===== config.mk =====
export PLATFORM = sky130hd
export DESIGN_NAME = csr_exec_unit
export DESIGN_NICKNAME = d
export VERILOG_FILES = /design/src/rtl/csr_exec_unit_pkg.sv /design/src/rtl/csr_exec_unit_alu.sv /design/src/rtl/csr_exec_unit.sv
export SDC_FILE = /design/constraint.sdc
export NUM_CORES = 1
export LEC_CHECK = 0
export ABC_CLOCK_PERIOD_IN_PS = 10700
export BUFFER_PORTS_ARGS = -buffer_cell sky130_fd_sc_hd__buf_2
export CELL_PAD_IN_SITES_DETAIL_PLACEMENT = 1
export CELL_PAD_IN_SITES_GLOBAL_PLACEMENT = 1
export CORE_AREA = 2 2 189 210
export DETAILED_ROUTE_END_ITERATION = 8
export DIE_AREA = 0 0 191 212
export PLACE_DENSITY_LB_ADDON = 0.1
export SYNTH_ARGS = -nofsm -noshare
export SYNTH_HDL_FRONTEND = slang
export SYNTH_HIERARCHICAL = 1
export SYNTH_SLANG_ARGS = --single-unit

===== constraint.sdc =====
create_clock -name clk -period 10.7 [get_ports clk]
set_input_delay 0.535 -clock clk [delete_from_list [all_inputs] [get_ports clk]]
set_output_delay 0.535 -clock clk [all_outputs]
set_load 0.01 [all_outputs]

===== src/rtl/csr_exec_unit_pkg.sv =====
// Shared definitions for the CSR execution unit: op encoding, machine-mode CSR addresses
// and mstatus field positions.
package csr_exec_unit_pkg;

    typedef enum logic [2:0] {
        CSR_RW    = 3'd0,
        CSR_RS    = 3'd1,
        CSR_RC    = 3'd2,
        CSR_RWI   = 3'd3,
        CSR_RSI   = 3'd4,
        CSR_RCI   = 3'd5,
        CSR_ECALL = 3'd6,
        CSR_MRET  = 3'd7
    } csr_op_t;

    localparam logic [11:0] CSR_SATP     = 12'h180;
    localparam logic [11:0] CSR_MSTATUS  = 12'h300;
    localparam logic [11:0] CSR_MIE      = 12'h304;
    localparam logic [11:0] CSR_MTVEC    = 12'h305;
    localparam logic [11:0] CSR_MSCRATCH = 12'h340;
    localparam logic [11:0] CSR_MEPC     = 12'h341;
    localparam logic [11:0] CSR_MCAUSE   = 12'h342;
    localparam logic [11:0] CSR_MTVAL    = 12'h343;
    localparam logic [11:0] CSR_MIP      = 12'h344;

    localparam int MSTATUS_MIE    = 3;
    localparam int MSTATUS_MPIE   = 7;
    localparam int MSTATUS_MPP_HI = 12;
    localparam int MSTATUS_MPP_LO = 11;

    // Set/clear forms skip the write entirely when the source operand is zero.
    function automatic logic is_set_clear(input csr_op_t op);
        return (op == CSR_RS) || (op == CSR_RC) || (op == CSR_RSI) || (op == CSR_RCI);
    endfunction

endpackage


===== src/rtl/csr_exec_unit_alu.sv =====
// New CSR value for read-modify-write ops: write, set bits, or clear bits.
module csr_alu
    import csr_exec_unit_pkg::*;
#(
    parameter int XLEN = 64
) (
    input  csr_op_t         op,
    input  logic [XLEN-1:0] old_val,
    input  logic [XLEN-1:0] src,
    output logic [XLEN-1:0] new_val
);

    always_comb begin
        new_val = src;
        case (op)
            CSR_RS, CSR_RSI: new_val = old_val | src;
            CSR_RC, CSR_RCI: new_val = old_val & ~src;
            default:         new_val = src;
        endcase
    end

endmodule


===== src/rtl/csr_exec_unit.sv =====
// CSR instruction and trap-flow sequencer in front of the machine-mode CSR register file.
//
// state     | meaning
// S_IDLE    | ready for a request
// S_RD      | rw_CSR selects target, old value sampled
// S_WR      | csr_we pulse with read-modify-write result
// S_T_EPC   | ECALL: csr_we pulse writing mepc
// S_T_CAUSE | ECALL: csr_we pulse writing mcause
// S_T_STRD  | ECALL: reading mstatus
// S_T_STWR  | ECALL: csr_we pulse writing trap-entry mstatus
// S_T_VEC   | ECALL: reading mtvec for redirect target
// S_M_STRD  | MRET: reading mstatus
// S_M_STWR  | MRET: csr_we pulse writing return mstatus
// S_M_EPC   | MRET: reading mepc for redirect target
// S_RESP    | out_valid held until out_ready
module csr_exec_unit
    import csr_exec_unit_pkg::*;
#(
    parameter int XLEN        = 64,
    parameter int ECALL_CAUSE = 11
) (
    input  logic            clk,
    input  logic            reset,
    input  logic            in_valid,
    output logic            in_ready,
    input  csr_op_t         in_op,
    input  logic [11:0]     in_addr,
    input  logic [XLEN-1:0] in_src,
    input  logic            in_src_zero,
    input  logic [XLEN-1:0] in_pc,
    output logic [11:0]     rw_CSR,
    input  logic [XLEN-1:0] readData_CSR,
    output logic            csr_we,
    output logic [11:0]     csr_waddr,
    output logic [XLEN-1:0] csr_wdata,
    output logic            out_valid,
    input  logic            out_ready,
    output logic [XLEN-1:0] out_rdata,
    output logic            out_redirect,
    output logic [XLEN-1:0] out_pc
);

    typedef enum logic [3:0] {
        S_IDLE, S_RD, S_WR,
        S_T_EPC, S_T_CAUSE, S_T_STRD, S_T_STWR, S_T_VEC,
        S_M_STRD, S_M_STWR, S_M_EPC,
        S_RESP
    } csr_exec_state_t;

    localparam logic [XLEN-1:0] VEC_MASK = {{(XLEN-2){1'b1}}, 2'b00};

    csr_exec_state_t state;
    csr_op_t         op_q;
    logic [11:0]     addr_q;
    logic [XLEN-1:0] src_q;
    logic            src_zero_q;
    logic [XLEN-1:0] alu_new;
    logic [XLEN-1:0] ecall_mstatus;
    logic [XLEN-1:0] mret_mstatus;

    assign in_ready = (state == S_IDLE);

    csr_alu #(.XLEN(XLEN)) u_alu (
        .op      (op_q),
        .old_val (readData_CSR),
        .src     (src_q),
        .new_val (alu_new)
    );

    // Trap entry stacks MIE into MPIE and records M-mode as previous privilege;
    // return does the reverse and drops MPP to U.
    always_comb begin
        ecall_mstatus = readData_CSR;
        ecall_mstatus[MSTATUS_MPIE] = readData_CSR[MSTATUS_MIE];
        ecall_mstatus[MSTATUS_MIE] = 1'b0;
        ecall_mstatus[MSTATUS_MPP_HI:MSTATUS_MPP_LO] = 2'b11;

        mret_mstatus = readData_CSR;
        mret_mstatus[MSTATUS_MIE] = readData_CSR[MSTATUS_MPIE];
        mret_mstatus[MSTATUS_MPIE] = 1'b1;
        mret_mstatus[MSTATUS_MPP_HI:MSTATUS_MPP_LO] = 2'b00;
    end

    always_ff @(posedge clk or posedge reset) begin
        if (reset) begin
            state        <= S_IDLE;
            op_q         <= CSR_RW;
            addr_q       <= '0;
            src_q        <= '0;
            src_zero_q   <= 1'b0;
            rw_CSR       <= '0;
            csr_we       <= 1'b0;
            csr_waddr    <= '0;
            csr_wdata    <= '0;
            out_valid    <= 1'b0;
            out_rdata    <= '0;
            out_redirect <= 1'b0;
            out_pc       <= '0;
        end else begin
            csr_we <= 1'b0;
            case (state)
                S_IDLE: begin
                    if (in_valid) begin
                        op_q       <= in_op;
                        addr_q     <= in_addr;
                        src_q      <= in_src;
                        src_zero_q <= in_src_zero;
                        case (in_op)
                            CSR_ECALL: begin
                                csr_we    <= 1'b1;
                                csr_waddr <= CSR_MEPC;
                                csr_wdata <= in_pc;
                                state     <= S_T_EPC;
                            end
                            CSR_MRET: begin
                                rw_CSR <= CSR_MSTATUS;
                                state  <= S_M_STRD;
                            end
                            default: begin
                                rw_CSR <= in_addr;
                                state  <= S_RD;
                            end
                        endcase
                    end
                end
                S_RD: begin
                    out_rdata <= readData_CSR;
                    if (is_set_clear(op_q) && src_zero_q) begin
                        out_valid    <= 1'b1;
                        out_redirect <= 1'b0;
                        out_pc       <= '0;
                        state        <= S_RESP;
                    end else begin
                        csr_we    <= 1'b1;
                        csr_waddr <= addr_q;
                        csr_wdata <= alu_new;
                        state     <= S_WR;
                    end
                end
                S_WR: begin
                    out_valid    <= 1'b1;
                    out_redirect <= 1'b0;
                    out_pc       <= '0;
                    state        <= S_RESP;
                end
                S_T_EPC: begin
                    csr_we    <= 1'b1;
                    csr_waddr <= CSR_MCAUSE;
                    csr_wdata <= XLEN'(ECALL_CAUSE);
                    state     <= S_T_CAUSE;
                end
                S_T_CAUSE: begin
                    rw_CSR <= CSR_MSTATUS;
                    state  <= S_T_STRD;
                end
                S_T_STRD: begin
                    csr_we    <= 1'b1;
                    csr_waddr <= CSR_MSTATUS;
                    csr_wdata <= ecall_mstatus;
                    state     <= S_T_STWR;
                end
                S_T_STWR: begin
                    rw_CSR <= CSR_MTVEC;
                    state  <= S_T_VEC;
                end
                S_T_VEC: begin
                    out_valid    <= 1'b1;
                    out_rdata    <= '0;
                    out_redirect <= 1'b1;
                    out_pc       <= readData_CSR & VEC_MASK;
                    state        <= S_RESP;
                end
                S_M_STRD: begin
                    csr_we    <= 1'b1;
                    csr_waddr <= CSR_MSTATUS;
                    csr_wdata <= mret_mstatus;
                    state     <= S_M_STWR;
                end
                S_M_STWR: begin
                    rw_CSR <= CSR_MEPC;
                    state  <= S_M_EPC;
                end
                S_M_EPC: begin
                    out_valid    <= 1'b1;
                    out_rdata    <= '0;
                    out_redirect <= 1'b1;
                    out_pc       <= readData_CSR;
                    state        <= S_RESP;
                end
                S_RESP: begin
                    if (out_ready) begin
                        out_valid <= 1'b0;
                        state     <= S_IDLE;
                    end
                end
                default: state <= S_IDLE;
            endcase
        end
    end

endmodule

==> impl_metrics.tcl, run 1 <==
set metrics [dict create \
    outcome "finished, final reports clean" \
    hold_viol 0 \
    final_antenna_net_count 0 \
    crit_chain "or3b_2 -> and3_2 -> buf_4 -> a2bb2oi_4 -> buf_4 -> mux2_2" \
    max_slew_margin_pct 29.0 \
    critPathMaxFanout 64 \
    synth_nets 1699 \
    routedWlPerCell_um 22.4 \
    whs_ps 70.5 \
    grt_max_degree 146 \
    grt_pass1_wl_um 82400 \
    leakage_nw 8.89 \
    cpPeakStageDelay_ps 740 \
    max_freq_mhz 291 \
    ioPinCount 432 \
    min_period_over_period_pct 32.1 \
    ys_ff_latch 303 \
    synth-adder-area-share_pct 0 \
    vdd_ir_drop_max_v 0.000207 \
    path_buf_inv 2 \
    crit_family "buffers and inverters" \
    synthMuxAreaShare_pct 11.6 \
    post-place-cells 2309 \
    gp_congestion 0.835 \
    final_common_cell "buf_2" \
    drtPass1Iterations 9 \
    post_cts_resized 0 \
    synth-compound-area-share_pct 18.3 \
    dp_hpwl_um 34800 \
    grt-ovfl-total 0 \
    max_slew.worst_pin.slew_ps 1060 \
    crit_type "reg2reg" \
    post_cts_buffers 0 \
    antenna_found_initial 17 \
    dieHeight_um 212 \
    numPortBuffers 431 \
    fin_tns_setup_ps 0 \
    cts_made_buffers 36 \
    vias 13400 \
    tritoncts "yes" \
    cp-start-kind "register" \
    cts_root_buf "clkbuf_16" \
    period_needed_ps 3440 \
    insertion_delay_ps 540 \
    num_rows 76 \
    synth-xor-area-share_pct 3.65 \
    ctsHtreeMaxLevel 2 \
    cpMaxStageDelayCell "dfrtp_1" \
    die-area_um2 40500 \
    yosys_warnings 6 \
    final_cell_mix "431 x buf_2, 300 x dfrtp_1, 148 x nand2_1" \
    area_delta_synth_final_pct 22.5 \
    async_flop_share_pct 100 \
    synth_top_family_by_area "compound AO/OA/AOI/OAI gates" \
    final_cells 2385 \
    yosys_most_used_dff "dfrtp_1" \
    via_per_inst 5.60 \
    clock_path_buffers 3 \
    clk_pin_slew_worst_paths_ps 60 \
    drv_cap 0 \
    timing.critical_path.mode_cell "buf_4" \
    synth-edff-count 0 \
    num-fill-cells 4459 \
    endpoint_kind "register" \
    drt_iter0_drc 860 \
    netlist_instances 1487 \
    grt_pass1_vias 14100 \
    clkSinkCount 303 \
    synthSimpleGateAreaFrac_pct 11.5 \
    powerDensity_nw_per_um2 352 \
    synth_area_um2 15600 \
    cp.arrival_ps 3860 \
    avgSynthCellArea_um2 10.5 \
    rsz0062_at_grt "no" \
    initial_core_util_pct 40.5 \
    yosysSeqAreaShare_pct 48.6 \
    worstPathRequired_ps 11120 \
    coreArea_um2 38500 \
    drc 0 \
    drv_slew 0 \
    nets 2052 \
    hp-class "in2async" \
    yosys.cell_types.count 54 \
    layout-drive-gt1-share_pct 36.0 \
    finalSetupViolCount 0 \
    skew_ps 9.60 \
    drt-total-wl_um 53400 \
    fp.dieW_um 191 \
    cts_hold_buffers 0 \
    grt_use_total_pct 26.0 \
]
## per-layer routing
metal / track usage (%) / share of wire, % / vias up
li1: - / - / 6044
met3: 5.98 / 7.2 / 90
met2: 44.2 / 49 / 427
met5: 0 / 0.18 / -
met4: 8.26 / 2.7 / 16
met1: 32.8 / 41 / 6784
## area by class of cell
cell class                 instances  area (um2)  share of cell area (%)
antenna                           11        27.5                   0.144
clock buffer                      51        1030                    5.38
clock inverter                    14         155                   0.812
inverter                          84         323                    1.69
multi-input combinational        969        7060                    37.0
sequential                       303        7590                    39.7
tap                              507         634                    3.32
timing repair buffer             446        2280                    11.9
## worst paths after layout
| path | slack (ps) | to | depth (start not counted) | from |
|---|---|---|---|---|
| worst max-delay path | 7260 | csr_waddr[6]$_DFFE_PP0P_ | 6 | state[0]$_DFFE_PP0P_ |
| worst max register to register | 7260 | csr_waddr[6]$_DFFE_PP0P_ | 6 | state[0]$_DFFE_PP0P_ |
| worst min-delay path | 70 | out_rdata[9]$_DFFE_PP0P_ | 2 | reset |
| min in group clk | 230 | src_q[54]$_DFFE_PP0P_ | 2 | in_src[54] |
| max in group asynchronous | 9220 | op_q[0]$_DFFE_PP0P_ | 3 | reset |
| worst min register to register | 490 | out_redirect$_DFFE_PP0P_ | 1 | out_redirect$_DFFE_PP0P_ |
## metrics by stage
step                power (mW)  cell area (um2)  util [%]  setup slack (ps)
detailed placement        5.51            17900      46.5              7250
global route              7.18            19100      49.6              7090
CTS                       6.80            19100      49.5              7240
finish                    6.72            19100      49.6              7260
global placement          5.37            17900      46.5              7320
floorplan                 4.54            15600         -              1790
## logic make-up (layout without fill, tap and decap cells)
group	Yosys count	count (layout)
AO/OA/AOI/OAI	351	351
flip-flops	303	303
AND/OR/NAND/NOR	384	384
multiplexers	169	169
buffers and inverters	215	595
other	0	11
XOR/XNOR	65	65
## synth_stat cells, drive strengths merged (2+ instances only)
cell	n	area, um2
a22o	64	561
o22ai	4	25.0
and3	2	12.5
o2bb2ai	2	17.5
mux2i	78	781
and3b	2	17.5
a21oi	135	676
dfrtp	303	7580
or3b	4	35.0
nor2	80	317
o21a	2	15.0
inv	84	315
a221o	2	20.0
o21ai	2	10.0
nand2b	5	31.3
nor4	2	18.8
nand3	67	335
buf	70	453
a222oi	58	581
nand2	149	559
a31oi	2	12.5
xnor2	64	561
clkbuf	61	229
a211oi	68	811
mux2	91	1020
or3	66	413
## state kept, by name, indices dropped and copies added (netlist names)
signal        flops
out_valid         1
rw_CSR           12
out_pc           64
state             4
csr_waddr        12
addr_q           12
out_rdata        64
src_q            64
csr_we            1
src_zero_q        1
out_redirect      1
op_q              3
csr_wdata        64
## report_power, final
group	internal [mW]	switching, mW
clock	0.745	0.511
sequential	1.64	0.504
combinational	1.46	1.86
total	3.84	2.87
## worst reg2reg max path, cell delays in order (launching register included)
cell and delay (ps):
dfrtp_1 740, or3b_2 610, and3_2 220, buf_4 400, a2bb2oi_4 270, buf_4 670
mux2_2 420
(Power assumes the default switching activity.)
==> inputs of run 2 (changes only) <==
--- a/config.mk
+++ b/config.mk
@@ -5,13 +5,13 @@
 export SDC_FILE = /design/constraint.sdc
 export NUM_CORES = 1
 export LEC_CHECK = 0
-export ABC_CLOCK_PERIOD_IN_PS = 10700
+export ABC_CLOCK_PERIOD_IN_PS = 2900
 export BUFFER_PORTS_ARGS = -buffer_cell sky130_fd_sc_hd__buf_2
 export CELL_PAD_IN_SITES_DETAIL_PLACEMENT = 1
 export CELL_PAD_IN_SITES_GLOBAL_PLACEMENT = 1
-export CORE_AREA = 2 2 189 210
+export CORE_AREA = 2 2 199 221
 export DETAILED_ROUTE_END_ITERATION = 8
-export DIE_AREA = 0 0 191 212
+export DIE_AREA = 0 0 201 223
 export PLACE_DENSITY_LB_ADDON = 0.1
 export SYNTH_ARGS = -nofsm -noshare
 export SYNTH_HDL_FRONTEND = slang
==> constraint.sdc (replaced) <==
create_clock -name clk -period 2.9 [get_ports clk]
set_input_delay 0.145 -clock clk [delete_from_list [all_inputs] [get_ports clk]]
set_output_delay 0.145 -clock clk [all_outputs]
set_load 0.01 [all_outputs]
==> impl_metrics.tcl, run 2 (synthesis results as in run 1) <==
set metrics [dict create \
    layout-drive-gt1-share_pct 33.4 \
    cts_root_buf "clkbuf_16" \
    period_needed_ps 2480 \
    grtUsageMet2_pct 45.5 \
    whs_endpoint "csr_wdata[12]$_DFFE_PP0P_" \
    skew_ps 10.7 \
    placed_cell_area_um2 18300 \
    min-delay-start "in_pc[12]" \
    ioPinCount 432 \
    dp_hpwl_um 37800 \
    final_antenna_net_count 0 \
    grt_pass1_vias 15400 \
    clk_pin_slew_worst_paths_ps 60 \
    r2r_start "state[0]$_DFFE_PP0P_" \
    reg2reg_depth 6 \
    drv_cap 0 \
    holdPathStages 4 \
    rr_endpoint "csr_wdata[39]$_DFFE_PP0P_" \
    clkSinkCount 303 \
    drtPass1Iterations 6 \
    nets 2288 \
    vias 14300 \
    dieHeight_um 223 \
    worstPathRequired_ps 3360 \
    seq_area_um2 7590 \
    fin_area_um2 21700 \
    grt_pass1_wl_um 90600 \
    grt_busiest_layer "met2" \
    hp-class "in2reg" \
    drt-total-wl_um 57700 \
    final_cell_mix "431 x buf_2, 300 x dfrtp_1, 209 x dlygate4sd3_1" \
    fin_tns_setup_ps 0 \
    multi_input_area_um2 7050 \
    cp-start-kind "register" \
    fp.dieW_um 201 \
    die-area_um2 44800 \
    endpoint_kind "register" \
    num-fill-cells 4763 \
    outcome "finished, final reports clean" \
    num_rows 80 \
    hold_viol 0 \
    grt-ovfl-total 0 \
    ctsHtreeMaxLevel 2 \
    clock_path_buffers 3 \
    finalSetupViolCount 0 \
    cts_made_buffers 37 \
    min_period_over_period_pct 85.4 \
    coreArea_um2 42700 \
    critPathMaxFanout 84 \
    vdd_ir_drop_max_v 0.00114 \
    ff2ff_setup_slack_ps 420 \
    drv_slew 0 \
    max_slew_margin_pct 36.8 \
    cp.arrival_ps 2940 \
    grt_max_degree 85 \
    antenna_found_initial 3 \
    powerDensity_nw_per_um2 1190 \
    gp_congestion 0.803 \
    leakage_nw 9.98 \
    met3_usage_pct 4.46 \
    drt_iter0_drc 964 \
    rsz0062_at_grt "no" \
    crit_type "reg2reg" \
    via_per_inst 5.35 \
    final_common_cell "buf_2" \
    met1_usage_pct 31.3 \
    initial_core_util_pct 36.5 \
    routedWlPerCell_um 21.5 \
    grt_use_total_pct 25.6 \
    numPortBuffers 431 \
    max_slew.worst_pin.slew_ps 948 \
    tritoncts "yes" \
    insertion_delay_ps 550 \
    area_delta_synth_final_pct 39.1 \
    drc 0 \
    max_freq_mhz 404 \
]
run 2: how the worst max path moves through the flow:
stage	from	end	slack, ps	depth (start not counted)
after floorplan	reset	addr_q[0]$_DFFE_PP0P_	-1270	1
after detailed placement	state[0]$_DFFE_PP0P_	csr_wdata[55]$_DFFE_PP0P_	440	6
final	state[0]$_DFFE_PP0P_	csr_wdata[39]$_DFFE_PP0P_	420	6
after global routing	op_q[2]$_DFFE_PP0P_	csr_wdata[36]$_DFFE_PP0P_	270	6
after global placement	state[0]$_DFFE_PP0P_	csr_wdata[42]$_DFFE_PP0P_	490	6
after CTS	op_q[2]$_DFFE_PP0P_	csr_wdata[41]$_DFFE_PP0P_	430	6
run 2: worst max-delay path, stage by stage, from the launching register on:
cell and delay (ps):
dfrtp_1 470, buf_4 250, inv_1 140, nor4_2 610
buf_12 420, a222oi_1 210, mux2i_1 180
run 2: layout make-up:
| class | instances | share of cell area (%) |
|---|---|---|
| Antenna cell | 2 | 0.0231 |
| Clock buffer | 50 | 4.97 |
| Clock inverter | 14 | 0.814 |
| Inverter | 84 | 1.47 |
| Multi-Input combinational cell | 969 | 32.5 |
| Sequential cell | 303 | 35.0 |
| Tap cell | 574 | 3.31 |
| Timing Repair Buffer | 681 | 21.9 |
run 2: metal layers:
metal / wire [um] / up-vias
li1: - / 6500
met1: 24000 / 7294
met2: 29100 / 425
met3: 2780 / 93
met4: 1750 / 2
met5: 17 / -
run 2: timing repair:
action	4_1_cts	5_1_grt
endpoints found under the hold margin	349	0
resized for setup	0	0
hold buffers	209	0
buffers inserted	0	0
run 2: metrics by stage:
step / hold WS (ps) / std cells / utilization (%) / setup slack (ps) / power, mW
CTS: 97.8 / 2675 / 50.7 / 434 / 26.1
global route: 148 / 2677 / 50.7 / 268 / 27.6
detailed placement: 168 / 2402 / 42.9 / 442 / 20.8
floorplan: 276 / 1487 / - / -1270 / 16.8
finish: 136 / 2677 / 50.7 / 423 / 25.9
global placement: 168 / 2402 / 42.9 / 492 / 20.4
run 2: where the power goes:
part	total (mW)	internal, mW	switching (mW)
Sequential	7.68	6.07	1.61
Combinational	13.3	5.97	7.36
Clock	4.86	2.96	1.91
==> inputs of run 3 (changes only) <==
--- a/config.mk
+++ b/config.mk
@@ -5,13 +5,14 @@
 export SDC_FILE = /design/constraint.sdc
 export NUM_CORES = 1
 export LEC_CHECK = 0
+export ABC_AREA = 1
 export ABC_CLOCK_PERIOD_IN_PS = 2900
 export BUFFER_PORTS_ARGS = -buffer_cell sky130_fd_sc_hd__buf_2
 export CELL_PAD_IN_SITES_DETAIL_PLACEMENT = 1
 export CELL_PAD_IN_SITES_GLOBAL_PLACEMENT = 1
-export CORE_AREA = 2 2 199 221
+export CORE_AREA = 2 2 205 227
 export DETAILED_ROUTE_END_ITERATION = 8
-export DIE_AREA = 0 0 201 223
+export DIE_AREA = 0 0 207 229
 export PLACE_DENSITY_LB_ADDON = 0.1
 export SYNTH_ARGS = -nofsm -noshare
 export SYNTH_HDL_FRONTEND = slang
==> impl_metrics.tcl, run 3 <==
set metrics [dict create \
    ff2ff_setup_slack_ps 120 \
    leakage_nw 12.1 \
    cp-start-kind "register" \
    coreArea_um2 45100 \
    yosys_most_used_dff "dfrtp_1" \
    hold_viol 0 \
    ys_ff_latch 303 \
    worstPathRequired_ps 3340 \
    clk_pin_slew_worst_paths_ps 60 \
    num_rows 82 \
    cp-startpoint "op_q[1]$_DFFE_PP0P_" \
    synthSimpleGateAreaFrac_pct 31.1 \
    initial_core_util_pct 33.5 \
    synth-xor-area-share_pct 0 \
    rsz0062_at_grt "no" \
    clkSinkCount 303 \
    seq_area_um2 7590 \
    synth_nets 2238 \
    whs_endpoint "src_q[62]$_DFFE_PP0P_" \
    max_slew.worst_pin.slew_ps 1110 \
    reg2reg_depth 12 \
    antenna_found_initial 8 \
    grt_use_total_pct 27.6 \
    tritoncts "yes" \
    synth-edff-count 0 \
    ioPinCount 432 \
    outcome "finished, final reports clean" \
    grt_pass1_wl_um 103000 \
    area_delta_synth_final_pct 43.7 \
    fin_area_um2 21800 \
    holdPathStages 3 \
    async_flop_share_pct 100 \
    multi_input_area_um2 6010 \
    nets 2856 \
    grt-ovfl-total 0 \
    placed_cell_area_um2 17900 \
    synth_top_family_by_area "simple AND/OR/NAND/NOR gates" \
    r2r_start "op_q[1]$_DFFE_PP0P_" \
    avgSynthCellArea_um2 7.47 \
    period_needed_ps 2780 \
    max_freq_mhz 360 \
    synth_commonest_cells "556 x nand2_1, 303 x dfrtp_1, 278 x nand3_1" \
    grt_max_degree 89 \
    drc 0 \
    drtPass1Iterations 5 \
    crit_type "reg2reg" \
    min_period_over_period_pct 95.9 \
    yosysSeqAreaShare_pct 50.1 \
    synth-adder-area-share_pct 0 \
    powerDensity_nw_per_um2 1130 \
    final_cell_mix "553 x nand2_1, 430 x buf_2, 300 x dfrtp_1" \
    clock_path_buffers 3 \
    routedWlPerCell_um 20.6 \
    insertion_delay_ps 550 \
    dieHeight_um 229 \
    yosys.area.top_type "dfrtp_1" \
    cts_made_buffers 37 \
    grt_pass1_vias 17800 \
    numPortBuffers 431 \
    fin_total_pwr_mw 24.5 \
    synth_top_area_share_pct 50.1 \
    synth.most_common_cell "nand2_1" \
    die-area_um2 47400 \
    ctsHtreeMaxLevel 2 \
    fp.dieW_um 207 \
    endpoint_kind "register" \
    synthMuxAreaShare_pct 0 \
    synth_area_um2 15100 \
    dp_hpwl_um 41000 \
    yosys_warnings 6 \
    drv_cap 0 \
    num-fill-cells 5640 \
    hp-class "in2reg" \
    min-delay-start "in_valid" \
    synth-compound-area-share_pct 7.56 \
    drt-total-wl_um 67400 \
    final_common_cell "nand2_1" \
    drv_slew 0 \
    vdd_ir_drop_max_v 0.000697 \
    max_slew_margin_pct 26.0 \
    via_per_inst 5.02 \
    skew_ps 9.68 \
    cp.arrival_ps 3220 \
    yosys.cell_types.count 22 \
    finalSetupViolCount 0 \
    critPathMaxFanout 10 \
    synth.area.top_cells "dfrtp_1 50%, nand2_1 14%, nand3_1 9.2%" \
    vias 16400 \
    netlist_instances 2026 \
    gp_congestion 0.858 \
    drt_iter0_drc 865 \
    layout-drive-gt1-share_pct 20.6 \
    rr_endpoint "csr_wdata[15]$_DFFE_PP0P_" \
    cts_root_buf "clkbuf_16" \
    final_antenna_net_count 0 \
]
==> run 3: cell types whose count changed in the layout (fill, tap and decap cells not counted), sizes merged, moves of 68 or more <==
cell | before | now
nand3 | 67 | 286
o21ai | 2 | 72
a211oi | 68 | 0
mux2 | 91 | 0
mux2i | 78 | 0
nand2 | 149 | 560
inv | 84 | 279
nand4 | 0 | 78
nor2 | 80 | 170
==> run 3: metal layers <==
metal | vias up | track usage, % | part of all wire (%)
met2 | 410 | 48.7 | 50
met1 | 8167 | 33.7 | 42
met3 | 112 | 4.98 | 4.4
li1 | 7695 | - | -
met5 | - | 0 | 0.019
met4 | 2 | 9.69 | 3.2
==> run 3: kinds of logic (layout without fill, tap and decap cells) <==
group                  count (synthesis)  count (layout)
buffers and inverters                419            1057
AO/OA/AOI/OAI                        210             210
flip-flops                           303             303
other                                  0               7
AND/OR/NAND/NOR                     1094            1099
==> run 3: worst max path at each step <==
stage	cells past startpoint	end	slack (ps)
after floorplan	1	addr_q[0]$_DFFE_PP0P_	-1270
after global placement	7	csr_wdata[31]$_DFFE_PP0P_	450
after detailed placement	7	csr_wdata[32]$_DFFE_PP0P_	350
after CTS	12	csr_wdata[59]$_DFFE_PP0P_	30
after global routing	12	csr_wdata[6]$_DFFE_PP0P_	20
final	12	csr_wdata[15]$_DFFE_PP0P_	120
==> run 3: worst max-delay path: stages, from the launching register on <==
cell and delay, ps:
dfrtp_2 520, clkinvlp_4 250, buf_4 180, nand3_2 350, nand3_1 210, nand2_1 70
inv_1 50, nor2_1 40, a21oi_1 230, nand2_1 70, dlygate4sd3_1 570, nand2_1 70
nand2_1 40
==> run 3: area by class of cell <==
type	count	share of cell area, %
Timing Repair Buffer	711	23.3
Inverter	282	4.91
Sequential cell	303	34.9
Tap cell	588	3.38
Multi-Input combinational cell	1309	27.6
Clock inverter	12	1.10
Clock buffer	52	4.70
Antenna cell	7	0.0805
==> run 3: timing repair <==
item                                    4_1_cts  5_1_grt
gates resized for setup                       0       13
hold endpoints to repair                    305        0
endpoints found under the setup margin        0       39
hold buffers                                249        0
setup buffers                                 0        1
==> run 3: through the flow <==
stage	instances	hold WS [ps]	setup WS [ps]	TNS [ps]	utilization [%]
2_1_floorplan	2026	283	-1270	-386030	-
3_3_place_gp	2938	293	454	0	39.6
3_5_place_dp	2938	291	354	0	39.6
4_1_cts	3251	30.5	26.7	0	47.9
5_1_grt	3263	43.4	20.2	0	48.2
6_report	3264	61.0	119	0	48.2
==> run 3: report_power, final <==
group,total (mW),internal [mW],leakage (nW),switching [mW]
registers,7.21,6.03,3.86,1.18
clock network,5.01,3.08,0.616,1.93
logic,12.3,4.34,7.66,7.91
total,24.5,13.4,12.1,11.0
